$ cat src/rtl/fifo_wr_pkg.sv
// Shared types and defaults for the FIFO write-side controller.
package fifo_wr_pkg;

    localparam int unsigned DATA_W_DEF       = 8;
    localparam int unsigned DELAY_CYCLES_DEF = 10;
    localparam int unsigned DLY_W            = 8;

    typedef enum logic [1:0] {
        IDLE  = 2'd0,
        DELAY = 2'd1,
        WRITE = 2'd2
    } wr_state_e;

endpackage

$ cat src/rtl/sync_2ff.sv
// Two-flop synchroniser for a single asynchronous level signal.
module sync_2ff (
    input  logic clk_i,
    input  logic rst_ni,
    input  logic d_i,
    output logic q_o
);

    logic meta_q;
    logic sync_q;

    always_ff @(posedge clk_i) begin
        if (!rst_ni) begin
            meta_q <= 1'b0;
            sync_q <= 1'b0;
        end else begin
            meta_q <= d_i;
            sync_q <= meta_q;
        end
    end

    assign q_o = sync_q;

endmodule

$ cat src/rtl/fifo_wr_ctrl.sv
// Write-side FIFO test controller: waits for empty, settles, bursts an incrementing pattern.
// Optional burst-length cap enabled by defining FIFO_WR_BURST_LIMIT_EN.
module fifo_wr_ctrl
    import fifo_wr_pkg::*;
#(
    parameter int unsigned DATA_W       = DATA_W_DEF,
    parameter int unsigned DELAY_CYCLES = DELAY_CYCLES_DEF,
    parameter int unsigned BURST_LEN    = 256
) (
    input  logic              wr_clk,
    input  logic              rst_n,
    input  logic              wr_rst_busy,
    input  logic              empty,
    input  logic              almost_full,
    input  logic              full,
    output logic              fifo_wr_en,
    output logic [DATA_W-1:0] fifo_wr_data,
    output logic              wr_busy
);

    localparam logic [DLY_W-1:0] DLY_LAST = DLY_W'(DELAY_CYCLES - 1);

    wr_state_e         state_q, state_d;
    logic              wr_en_q, wr_en_d;
    logic [DATA_W-1:0] data_q, data_d;
    logic [DLY_W-1:0]  cnt_q, cnt_d;
    logic              busy_q, busy_d;
    logic              empty_s;

`ifdef FIFO_WR_BURST_LIMIT_EN
    localparam int unsigned BW = $clog2(BURST_LEN + 1);
    localparam logic [BW-1:0] BURST_LAST = BW'(BURST_LEN - 1);

    logic [BW-1:0] burst_q, burst_d;
`else
    logic unused_burst_len;
    assign unused_burst_len = (BURST_LEN != 0);
`endif

    sync_2ff u_empty_sync (
        .clk_i  (wr_clk),
        .rst_ni (rst_n),
        .d_i    (empty),
        .q_o    (empty_s)
    );

    always_ff @(posedge wr_clk) begin
        if (!rst_n) begin
            state_q <= IDLE;
            wr_en_q <= 1'b0;
            data_q  <= '0;
            cnt_q   <= '0;
            busy_q  <= 1'b0;
`ifdef FIFO_WR_BURST_LIMIT_EN
            burst_q <= '0;
`endif
        end else begin
            state_q <= state_d;
            wr_en_q <= wr_en_d;
            data_q  <= data_d;
            cnt_q   <= cnt_d;
            busy_q  <= busy_d;
`ifdef FIFO_WR_BURST_LIMIT_EN
            burst_q <= burst_d;
`endif
        end
    end

    always_comb begin
        state_d = state_q;
        wr_en_d = wr_en_q;
        data_d  = data_q;
        cnt_d   = cnt_q;
`ifdef FIFO_WR_BURST_LIMIT_EN
        burst_d = burst_q;
`endif
        if (wr_rst_busy) begin
            state_d = IDLE;
            wr_en_d = 1'b0;
            cnt_d   = '0;
        end else begin
            unique case (state_q)
                IDLE: begin
                    wr_en_d = 1'b0;
                    if (empty_s) begin
                        state_d = DELAY;
                        cnt_d   = '0;
                        data_d  = '0;
                    end
                end
                DELAY: begin
                    if (cnt_q == DLY_LAST) begin
                        state_d = WRITE;
                        wr_en_d = 1'b1;
`ifdef FIFO_WR_BURST_LIMIT_EN
                        burst_d = '0;
`endif
                    end else begin
                        cnt_d = cnt_q + 1'b1;
                    end
                end
                WRITE: begin
                    // The word on the bus when almost_full is sampled still lands; data then holds.
                    if (almost_full || full) begin
                        state_d = IDLE;
                        wr_en_d = 1'b0;
`ifdef FIFO_WR_BURST_LIMIT_EN
                    end else if (wr_en_q && (burst_q == BURST_LAST)) begin
                        state_d = IDLE;
                        wr_en_d = 1'b0;
`endif
                    end else if (wr_en_q) begin
                        data_d = data_q + 1'b1;
`ifdef FIFO_WR_BURST_LIMIT_EN
                        burst_d = burst_q + 1'b1;
`endif
                    end
                end
                default: begin
                    state_d = IDLE;
                    wr_en_d = 1'b0;
                end
            endcase
        end
        busy_d = (state_d == DELAY) || (state_d == WRITE);
    end

    assign fifo_wr_en   = wr_en_q;
    assign fifo_wr_data = data_q;
    assign wr_busy      = busy_q;

endmodule
$ cat config.mk
export PLATFORM = sky130hd
export DESIGN_NAME = fifo_wr_ctrl
export DESIGN_NICKNAME = d
export VERILOG_FILES = /design/src/rtl/fifo_wr_pkg.sv /design/src/rtl/sync_2ff.sv /design/src/rtl/fifo_wr_ctrl.sv
export SDC_FILE = /design/constraint.sdc
export NUM_CORES = 1
export LEC_CHECK = 0
export CAP_MARGIN = 20
export CORE_MARGIN = 1
export CORE_UTILIZATION = 51
export DETAILED_ROUTE_END_ITERATION = 12
export GPL_TIMING_DRIVEN = 0
export PLACE_DENSITY = 0.85
export SETUP_SLACK_MARGIN = 0.2
export SLEW_MARGIN = 20
export SYNTH_ARGS = -nofsm -noshare
export SYNTH_HDL_FRONTEND = slang
export SYNTH_SLANG_ARGS = --single-unit
$ cat constraint.sdc
create_clock -name wr_clk -period 1.65 [get_ports wr_clk]
set_input_delay 0.165 -clock wr_clk [delete_from_list [all_inputs] [get_ports wr_clk]]
set_output_delay 0.165 -clock wr_clk [all_outputs]
set_load 0.02 [all_outputs]
; Yosys cells after proc, flatten, opt, wreduce, memory -nomap -nowiden
; Index checks and enable logic that the tools add are counted.
[totals]
input_bits = 6
ff_bits = 22
wordCells = 45
out_inout_bits = 10
[op_classes]
bitwise_logic = 2
muxes = 14
n_addsub = 2
n_reduce_logical = 9
n_eq_ne = 11
[op_table]
columns = op, count
row1 = $mux W8, 4
row2 = $pmux W8 S2, 2
row3 = $add A8 B1 Y8 const B, 2
row4 = $ne A2 B2 Y1 const B, 5
row5 = $eq A8 B4 Y1 const B, 1
row6 = $mux W2, 4
row7 = $pmux W2 S3, 1
row8 = $reduce_and A5 Y1, 1
row9 = $eq A2 B1 Y1 const B, 2
row10 = $eq A2 B2 Y1 const B, 2
row11 = $reduce_bool A2 Y1, 2
row12 = $reduce_and A3 Y1, 1
row13 = $logic_not A2 Y1, 1
row14 = $logic_or A1 B1 Y1, 2
row15 = $mux W1, 2
row16 = $ne A2 B1 Y1 const B, 1
row17 = $not A1 Y1, 2
row18 = $pmux W1 S2, 1
row19 = $reduce_and A2 Y1, 1
row20 = $reduce_or A2 Y1, 1

; Depth between registers and ports, before layout
; Gate-level depths: netlist of the first run.
[depth]
ltp_word = 6
ltp_mapped = 6
mapped_depth_nobuf = 6

; Cells and area by module
; Synthesis of the first run repeated with hierarchy kept, for this count alone.
[hier_totals]
cells_unflattened = 112
hier_area_um2 = 1016.0
[modules_own_cells]
columns = module, cells_per_inst, n_inst, seq_area_each_um2, area_per_inst_um2
row1 = fifo_wr_ctrl, 108, 1, 400.4, 963.4
row2 = sync_2ff, 4, 1, 40.0, 52.6

; Least setup slack after synthesis of the first run
; Ideal clock, no wire load.
[synth_path]
path_type = register to register
start = register cnt_q[0]
end = register cnt_q[0]
setup_ns = 0.065
path_slack_ns = 0.205
period_less_slack_ns = 1.445
path_buffers = 0
required_ns = 1.585
path_stages_with_launch = 6
arrival_time_ns = 1.380
path_cell_list = dfxtp_1 > ha_1 > nor4bb_1 > a21boi_2 > mux2_1 > nor2_1
[synth_via]
elab_chain_cells = 3
elab_cells_between_ends = 6
cone_classes = add/sub: 1 / eq/ne: 2 / mux: 2 / reduce/logical: 1
[synth_lines]
columns = element, line
row1 = "start, declared", fifo_wr_ctrl.sv:26  ; logic [DLY_W-1:0] cnt_q, cnt_d;
row2 = "start signal, assigned", fifo_wr_ctrl.sv:61  ; cnt_q <= cnt_d;
row3 = $add A8 B1 Y8 / $eq A8 B4 Y1 (equally long branches), "fifo_wr_ctrl.sv:99, fifo_wr_ctrl.sv:92"
row4 = $mux W8 / $ne A2 B2 Y1 (equally long branches), -
row5 = $pmux W8 S2 / $reduce_and A3 Y1 (equally long branches), -
; Parallel ways exist; a longest one is shown, timed or not. The select of a mux whose other input is x is not followed.
; A chain may end at the register's enable or synchronous reset.

; Worst setup path after layout of the first run
[layout_path]
start = register state_q[0]
end = register cnt_q[0]
[layout_via]
elab_chain_cells = 3
elab_cells_between_ends = 7
cone_classes = eq/ne: 3 / mux: 1 / reduce/logical: 3
[layout_lines]
columns = element, line
row1 = "start, declared", fifo_wr_ctrl.sv:23  ; wr_state_e state_q, state_d;
row2 = "start signal, assigned", fifo_wr_ctrl.sv:58  ; state_q <= state_d;
row3 = $eq A2 B1 Y1 / $logic_not A2 Y1 (equally long branches), fifo_wr_ctrl.sv:82  ; unique case (state_q)
row4 = $ne A2 B2 Y1 (no line) (tied with other cells), -
row5 = $reduce_and A3 Y1 (no line), -
; Parallel ways exist; a longest one is shown, timed or not.

==> results.yml, run 1 <==
placement:
  place_hpwl_microns: 1430
  io_buffer_count: 15
  dpl_worst_slack_ns: -0.0336
  gp_congestion: 0.760
setup_path:
  crit_fanout: 9
  cpPeakStageDelay_ns: 0.41
  path_delay_family: "flip-flops"
  path_class: "reg -> reg"
  start_kind: "register"
  worstPathRequired_ns: 1.90
  crit_path_cell_trace: "nor2b_1, buf_4, a21boi_4, mux2_4, nor2_1"
  worst-path-buf-inv: 1
  arrival_ns: 1.73
  cp_slowest_cell: "dfxtp_2"
  critPathCaptureType: "register"
routing:
  dr_wl_met2_microns: 1090
  wirelength_microns: 2160
  drc: 0
  num_vias: 897
  met1_length_microns: 975
  first_pass_iters: 4
  post_drt_wl_per_cell_microns: 13.8
  drtIter0Drc: 25
  ant_nets: 0
  highest_layer: "met4"
  via_per_inst: 5.71
  met3_length_microns: 85
synth:
  syn_area_per_cell_sq_um: 9.25
  synth_area_sq_um: 1020
  ys_seq_elements: 22
  ys_types: 30
  netlist_instances: 110
  syn_nets: 119
  ys_warn_count: 0
  yosysSeqAreaShare_pct: 43.3
cells_and_area:
  multiInputGateArea_sq_um: 607
  register_area_sq_um: 453
  drive_gt1_share_pct: 15.9
  final_cell_mix: "dfxtp_1 (18), nor2_1 (13), xor2_1 (10), dlygate4sd2_1 (9), clkdlybuf4s50_1 (6)"
  area_growth_pct: 30.1
  nets: 142
  antenna_cells: 0
  fillerInstances: 130
  final_common_cell: "dfxtp_1"
worst_hold_path:
  min_path_type: "in -> reg"
clocking:
  cts_tree: "built"
  numCtsBuffers: 3
  path_clk_slew_ns: 0.13
  cts_sinks: 22
  worstSkewPairLatency_ns: 0.30
  cts_buffer_depth: 2
  cts_root_buffer: "clkbuf_4"
  h-tree-depth: 1
floorplan:
  die_h_microns: 46.7
  core_sq_um: 1800
  rows: 15
  start_util_pct: 56.5
  dieArea_sq_um: 2180
  io_pins: 16
  die_w_microns: 46.7
outcome:
  status: "finished clean"
timing:
  maxSlewHeadroom_pct: 71.5
  setup_violations: 0
  fmax_ghz: 0.673
  fin_skew_ns: 0.00712
  worst_slew_pin_slew_ns: 0.424
  post-route-min-period_ns: 1.49
  finalWorstSetupSlack_ns: 0.163
  fin_crit_sh_pct: 90.1
  final-max-slew-violation-count: 0
  hold_violations: 0
  rsz0062_at_grt: "yes"
  whs_ns: 0.439
power_and_ir_drop:
  cellPowerDensity_nw_per_um2: 748
  leakage_uw: 0.000526
  vdd_ir_drop_max_uv: 525
global_routing:
  grt_pass1_wl_microns: 3140
  grt_max_degree: 14
  antenna_found_initial: 0
  grt_pass1_vias: 803
  overflow: 0
  grtUsageTotal_pct: 20.5
run:
  drv_cap: 0
-- Yosys cell counts --
cell type / n / area, sq um
o211ai_1: 5 / 37.5
nand3_1: 1 / 5.00
and2_1: 3 / 18.8
a211oi_1: 2 / 15.0
inv_1: 3 / 11.3
and4bb_1: 1 / 12.5
nand4_1: 5 / 31.3
and3_1: 5 / 31.3
o21ai_0: 2 / 10.0
a21boi_1: 2 / 15.0
ha_1: 3 / 37.5
buf_2: 1 / 5.00
and2b_1: 1 / 7.51
dfxtp_1: 22 / 440
o21bai_1: 1 / 7.51
and4bb_4: 1 / 16.3
or3_1: 4 / 25.0
xor2_1: 10 / 87.6
mux2_1: 2 / 22.5
nor4bb_1: 1 / 10.0
nor3_1: 2 / 10.0
a21oi_1: 4 / 20.0
nand2_1: 5 / 18.8
or3b_1: 1 / 8.76
a21boi_2: 1 / 11.3
nand2b_1: 3 / 18.8
nor2_1: 14 / 52.6
a31o_1: 1 / 8.76
nor2b_1: 1 / 6.26
o21ai_1: 3 / 15.0
-- power breakdown --
part / switching (uW) / total (uW) / internal [uW]
clock network: 164 / 410 / 245
registers: 2.88 / 533 / 530
logic: 24.1 / 47.8 / 23.7
total: 191 / 991 / 799
-- logic make-up (layout without fill, tap and decap cells) --
logic type               after synthesis  count (layout)  synth area share [%]
multiplexers                           2               2                  2.21
XOR/XNOR                              10              10                  8.61
flip-flops                            22              22                  43.3
adder cells (fa/ha/maj)                3               3                  3.69
buffers and inverters                  4              26                  1.60
AO/OA/AOI/OAI                         21              21                  13.8
AND/OR/NAND/NOR                       48              48                  26.8
-- per-stage QoR --
stage	setup TNS, ns	instances	instance area [sq um]	utilization, %	total power (uW)
2_1_floorplan	0	110	1020	-	570
3_3_place_gp	0	150	1200	66.5	590
3_5_place_dp	-0.0869	150	1200	66.5	592
4_1_cts	0	154	1270	70.7	993
5_1_grt	0	157	1320	73.5	1020
6_report	0	157	1320	73.5	991
-- worst paths after layout --
check | cells past startpoint | startpoint | slack (ns) | to
max | 5 | state_q[0] | 0.16 | cnt_q[0]
min | 2 | empty | 0.44 | u_empty_sync.meta_q
max reg2reg | 5 | state_q[0] | 0.16 | cnt_q[0]
min reg2reg | 1 | u_empty_sync.meta_q | 0.46 | u_empty_sync.q_o
-- routing by layer --
| metal | track usage [%] | vias to the layer above |
|---|---|---|
| li1 | - | 436 |
| met1 | 24.3 | 437 |
| met2 | 35.3 | 22 |
| met3 | 3.92 | 2 |
| met4 | 9.14 | 0 |
| met5 | 0 | - |
-- layout make-up --
| class | count | share of cell area, % |
|---|---|---|
| clock inverters | 1 | 2.27 |
| repair buffers | 18 | 12.2 |
| flip-flops and latches | 22 | 34.2 |
| well taps | 25 | 2.36 |
| multi-input cells | 84 | 45.8 |
| clock buffers | 3 | 1.70 |
| inverters | 3 | 0.851 |
| plain buffers | 1 | 0.567 |
-- what timing repair did --
| action | 4_1_cts | 5_1_grt |
|---|---|---|
| resized for setup | 18 | 9 |
| pin swaps | 2 | 1 |
| setup buffers | 0 | 3 |
| hold buffers | 0 | 0 |
| setup endpoints to repair | 17 | 12 |
-- flip-flops by register name (all words and copies together) (netlist names) --
register and count:
cnt_q 8, fifo_wr_data 8, state_q 2, fifo_wr_en 1
u_empty_sync.meta_q 1, u_empty_sync.q_o 1, wr_busy 1
Note: power is estimated with default switching activity, not from simulation.
==> run 2, diff against run 1 <==
--- a/config.mk
+++ b/config.mk
@@ -6,8 +6,9 @@
 export NUM_CORES = 1
 export LEC_CHECK = 0
 export CAP_MARGIN = 20
-export CORE_MARGIN = 1
+export CORE_MARGIN = 2
 export CORE_UTILIZATION = 51
+export CTS_CLUSTER_SIZE = 12
 export DETAILED_ROUTE_END_ITERATION = 12
 export GPL_TIMING_DRIVEN = 0
 export PLACE_DENSITY = 0.85
==> run 2 against run 1 <==
Effect of this change: die area is 8.8% higher; clock skew shrank 0.0015 ns; critical path depth down 1; register-to-register slack improved by 0.05 ns; design area decreased by 2.0%; worst setup slack improved by 0.055 ns; critical endpoint is now cnt_q[2]; highest routed layer unchanged.
==> results.yml, run 2 (same netlist as run 1, synthesis figures left out) <==
clocking:
  h-tree-depth: 1
  cts_sinks: 22
  cts_buffer_depth: 2
  path_clk_slew_ns: 0.13
  worstSkewPairLatency_ns: 0.31
  cts_tree: "built"
  numCtsBuffers: 3
  cts_root_buffer: "clkbuf_4"
timing:
  maxSlewHeadroom_pct: 72.9
  final-max-slew-violation-count: 0
  fmax_ghz: 0.698
  fin_crit_sh_pct: 86.8
  rsz0062_at_grt: "yes"
  post-route-min-period_ns: 1.43
  worst_slew_pin_slew_ns: 0.403
  setup_violations: 0
  hold_violations: 0
  fin_skew_ns: 0.00563
setup_path:
  r2r_cells: 4
  cp_slowest_cell: "or3b_1"
  start_kind: "register"
  r2r-end: "cnt_q[2]"
  r2r_start: "state_q[0]"
  worst-path-buf-inv: 0
  worstPathRequired_ns: 1.87
  r2r_slack_ns: 0.22
  crit_fanout: 7
  path_delay_family: "simple AND/OR/NAND/NOR gates"
  critPathCaptureType: "register"
  path_class: "reg -> reg"
  crit_path_cell_trace: "or3b_1, nand2b_2, nor2_1, a31o_1"
  cpPeakStageDelay_ns: 0.47
  arrival_ns: 1.65
power_and_ir_drop:
  vdd_ir_drop_max_uv: 550
  leakage_uw: 0.000521
  cellPowerDensity_nw_per_um2: 680
cells_and_area:
  nets: 142
  antenna_cells: 0
  final_cell_area_sq_um: 1300
  final_cell_mix: "dfxtp_1 (18), nor2_1 (14), xor2_1 (10), dlygate4sd2_1 (8), clkdlybuf4s50_1 (6)"
  final_cells: 159
  area_growth_pct: 27.6
  final_common_cell: "dfxtp_1"
  drive_gt1_share_pct: 13.6
floorplan:
  start_util_pct: 52.9
  io_pins: 16
  core_sq_um: 1920
  die_w_microns: 48.7
  rows: 16
  dieArea_sq_um: 2370
  die_h_microns: 48.7
global_routing:
  met2_usage_pct: 32.4
  grt_pass1_wl_microns: 3550
  grtUsageTotal_pct: 19.0
  met3_usage_pct: 2.78
  antenna_found_initial: 0
  grt_pass1_vias: 834
  overflow: 0
  grt_max_degree: 13
  busiest_layer: "met2"
  use_met1_pct: 23.8
routing:
  drtIter0Drc: 12
  drc: 0
  num_vias: 860
  post_drt_wl_per_cell_microns: 13.5
  wirelength_microns: 2150
  first_pass_iters: 4
  via_per_inst: 5.41
  ant_nets: 0
placement:
  dpl_cell_area_sq_um: 1200
  io_buffer_count: 15
  gp_congestion: 0.746
  place_inst: 152
  place_hpwl_microns: 1460
worst_hold_path:
  holdCritStartpoint: "empty"
  min_path_cells: 2
  hold_end: "u_empty_sync.meta_q"
  min_path_type: "in -> reg"
run:
  drv_cap: 0
outcome:
  status: "finished clean"
==> run 2: cell count changes in the layout (fill, tap and decap cells not counted), sizes merged <==
| cell | delta |
|---|---|
| dlygate4sd2 | -1 |
| clkbuf | +1 |
| bufinv | -1 |
| dlymetal6s2s | +1 |
==> run 2: layout make-up <==
class                   count  area [sq um]
multi-input cells          84           591
plain buffers               1          7.51
clock buffers               4          36.3
inverters                   3          11.3
fillers                   172           624
repair buffers             18           165
flip-flops and latches     22           453
well taps                  27          33.8
==> run 2: worst register-to-register path, cell delays in order, from the launching register on <==
cell and delay (ns):
dfxtp_4 0.39, or3b_1 0.47, nand2b_2 0.19, nor2_1 0.07, a31o_1 0.22
==> run 2: how the worst max path moves through the flow <==
| stage | from | end | slack [ns] | cells after the start |
|---|---|---|---|---|
| floorplan | cnt_q[0] | cnt_q[0] | 0.21 | 5 |
| global placement | rst_n | cnt_q[2] | 0.03 | 5 |
| detailed placement | almost_full | fifo_wr_data[1] | -0.005 | 5 |
| CTS | fifo_wr_data[7] | fifo_wr_data[7] | 0.20 | 1 |
| global route | state_q[0] | cnt_q[1] | 0.17 | 5 |
| finish | state_q[0] | cnt_q[2] | 0.22 | 4 |
==> run 2: what timing repair did <==
| item | 4_1_cts | 5_1_grt |
|---|---|---|
| hold buffers | 0 | 0 |
| endpoints found under the setup margin | 13 | 11 |
| setup buffers | 1 | 2 |
| gates resized for setup | 18 | 5 |
| pin swaps | 2 | 1 |
==> run 2: report_power, final <==
group	switching [uW]	leakage (uW)	internal [uW]
combinational	23.9	0.000320	23.4
clock	168	0.0000210	135
sequential	2.21	0.000181	530
total	194	0.000521	689
==> run 2: metrics by stage <==
step	hold WS, ns	util (%)	setup WS, ns	TNS [ns]	total power (uW)
final	0.421	67.5	0.218	0	883
after global routing	0.423	67.5	0.172	0	918
after CTS	0.431	66.1	0.204	0	880
after detailed placement	0.427	62.5	-0.00479	-0.00675	592
after global placement	0.418	62.5	0.0255	0	591
after floorplan	0.287	-	0.205	0	570
==> run 2: layer usage <==
layer	up-vias	wire (microns)
met2	22	1090
met4	0	25
li1	436	-
met5	-	0
met1	398	941
met3	4	95
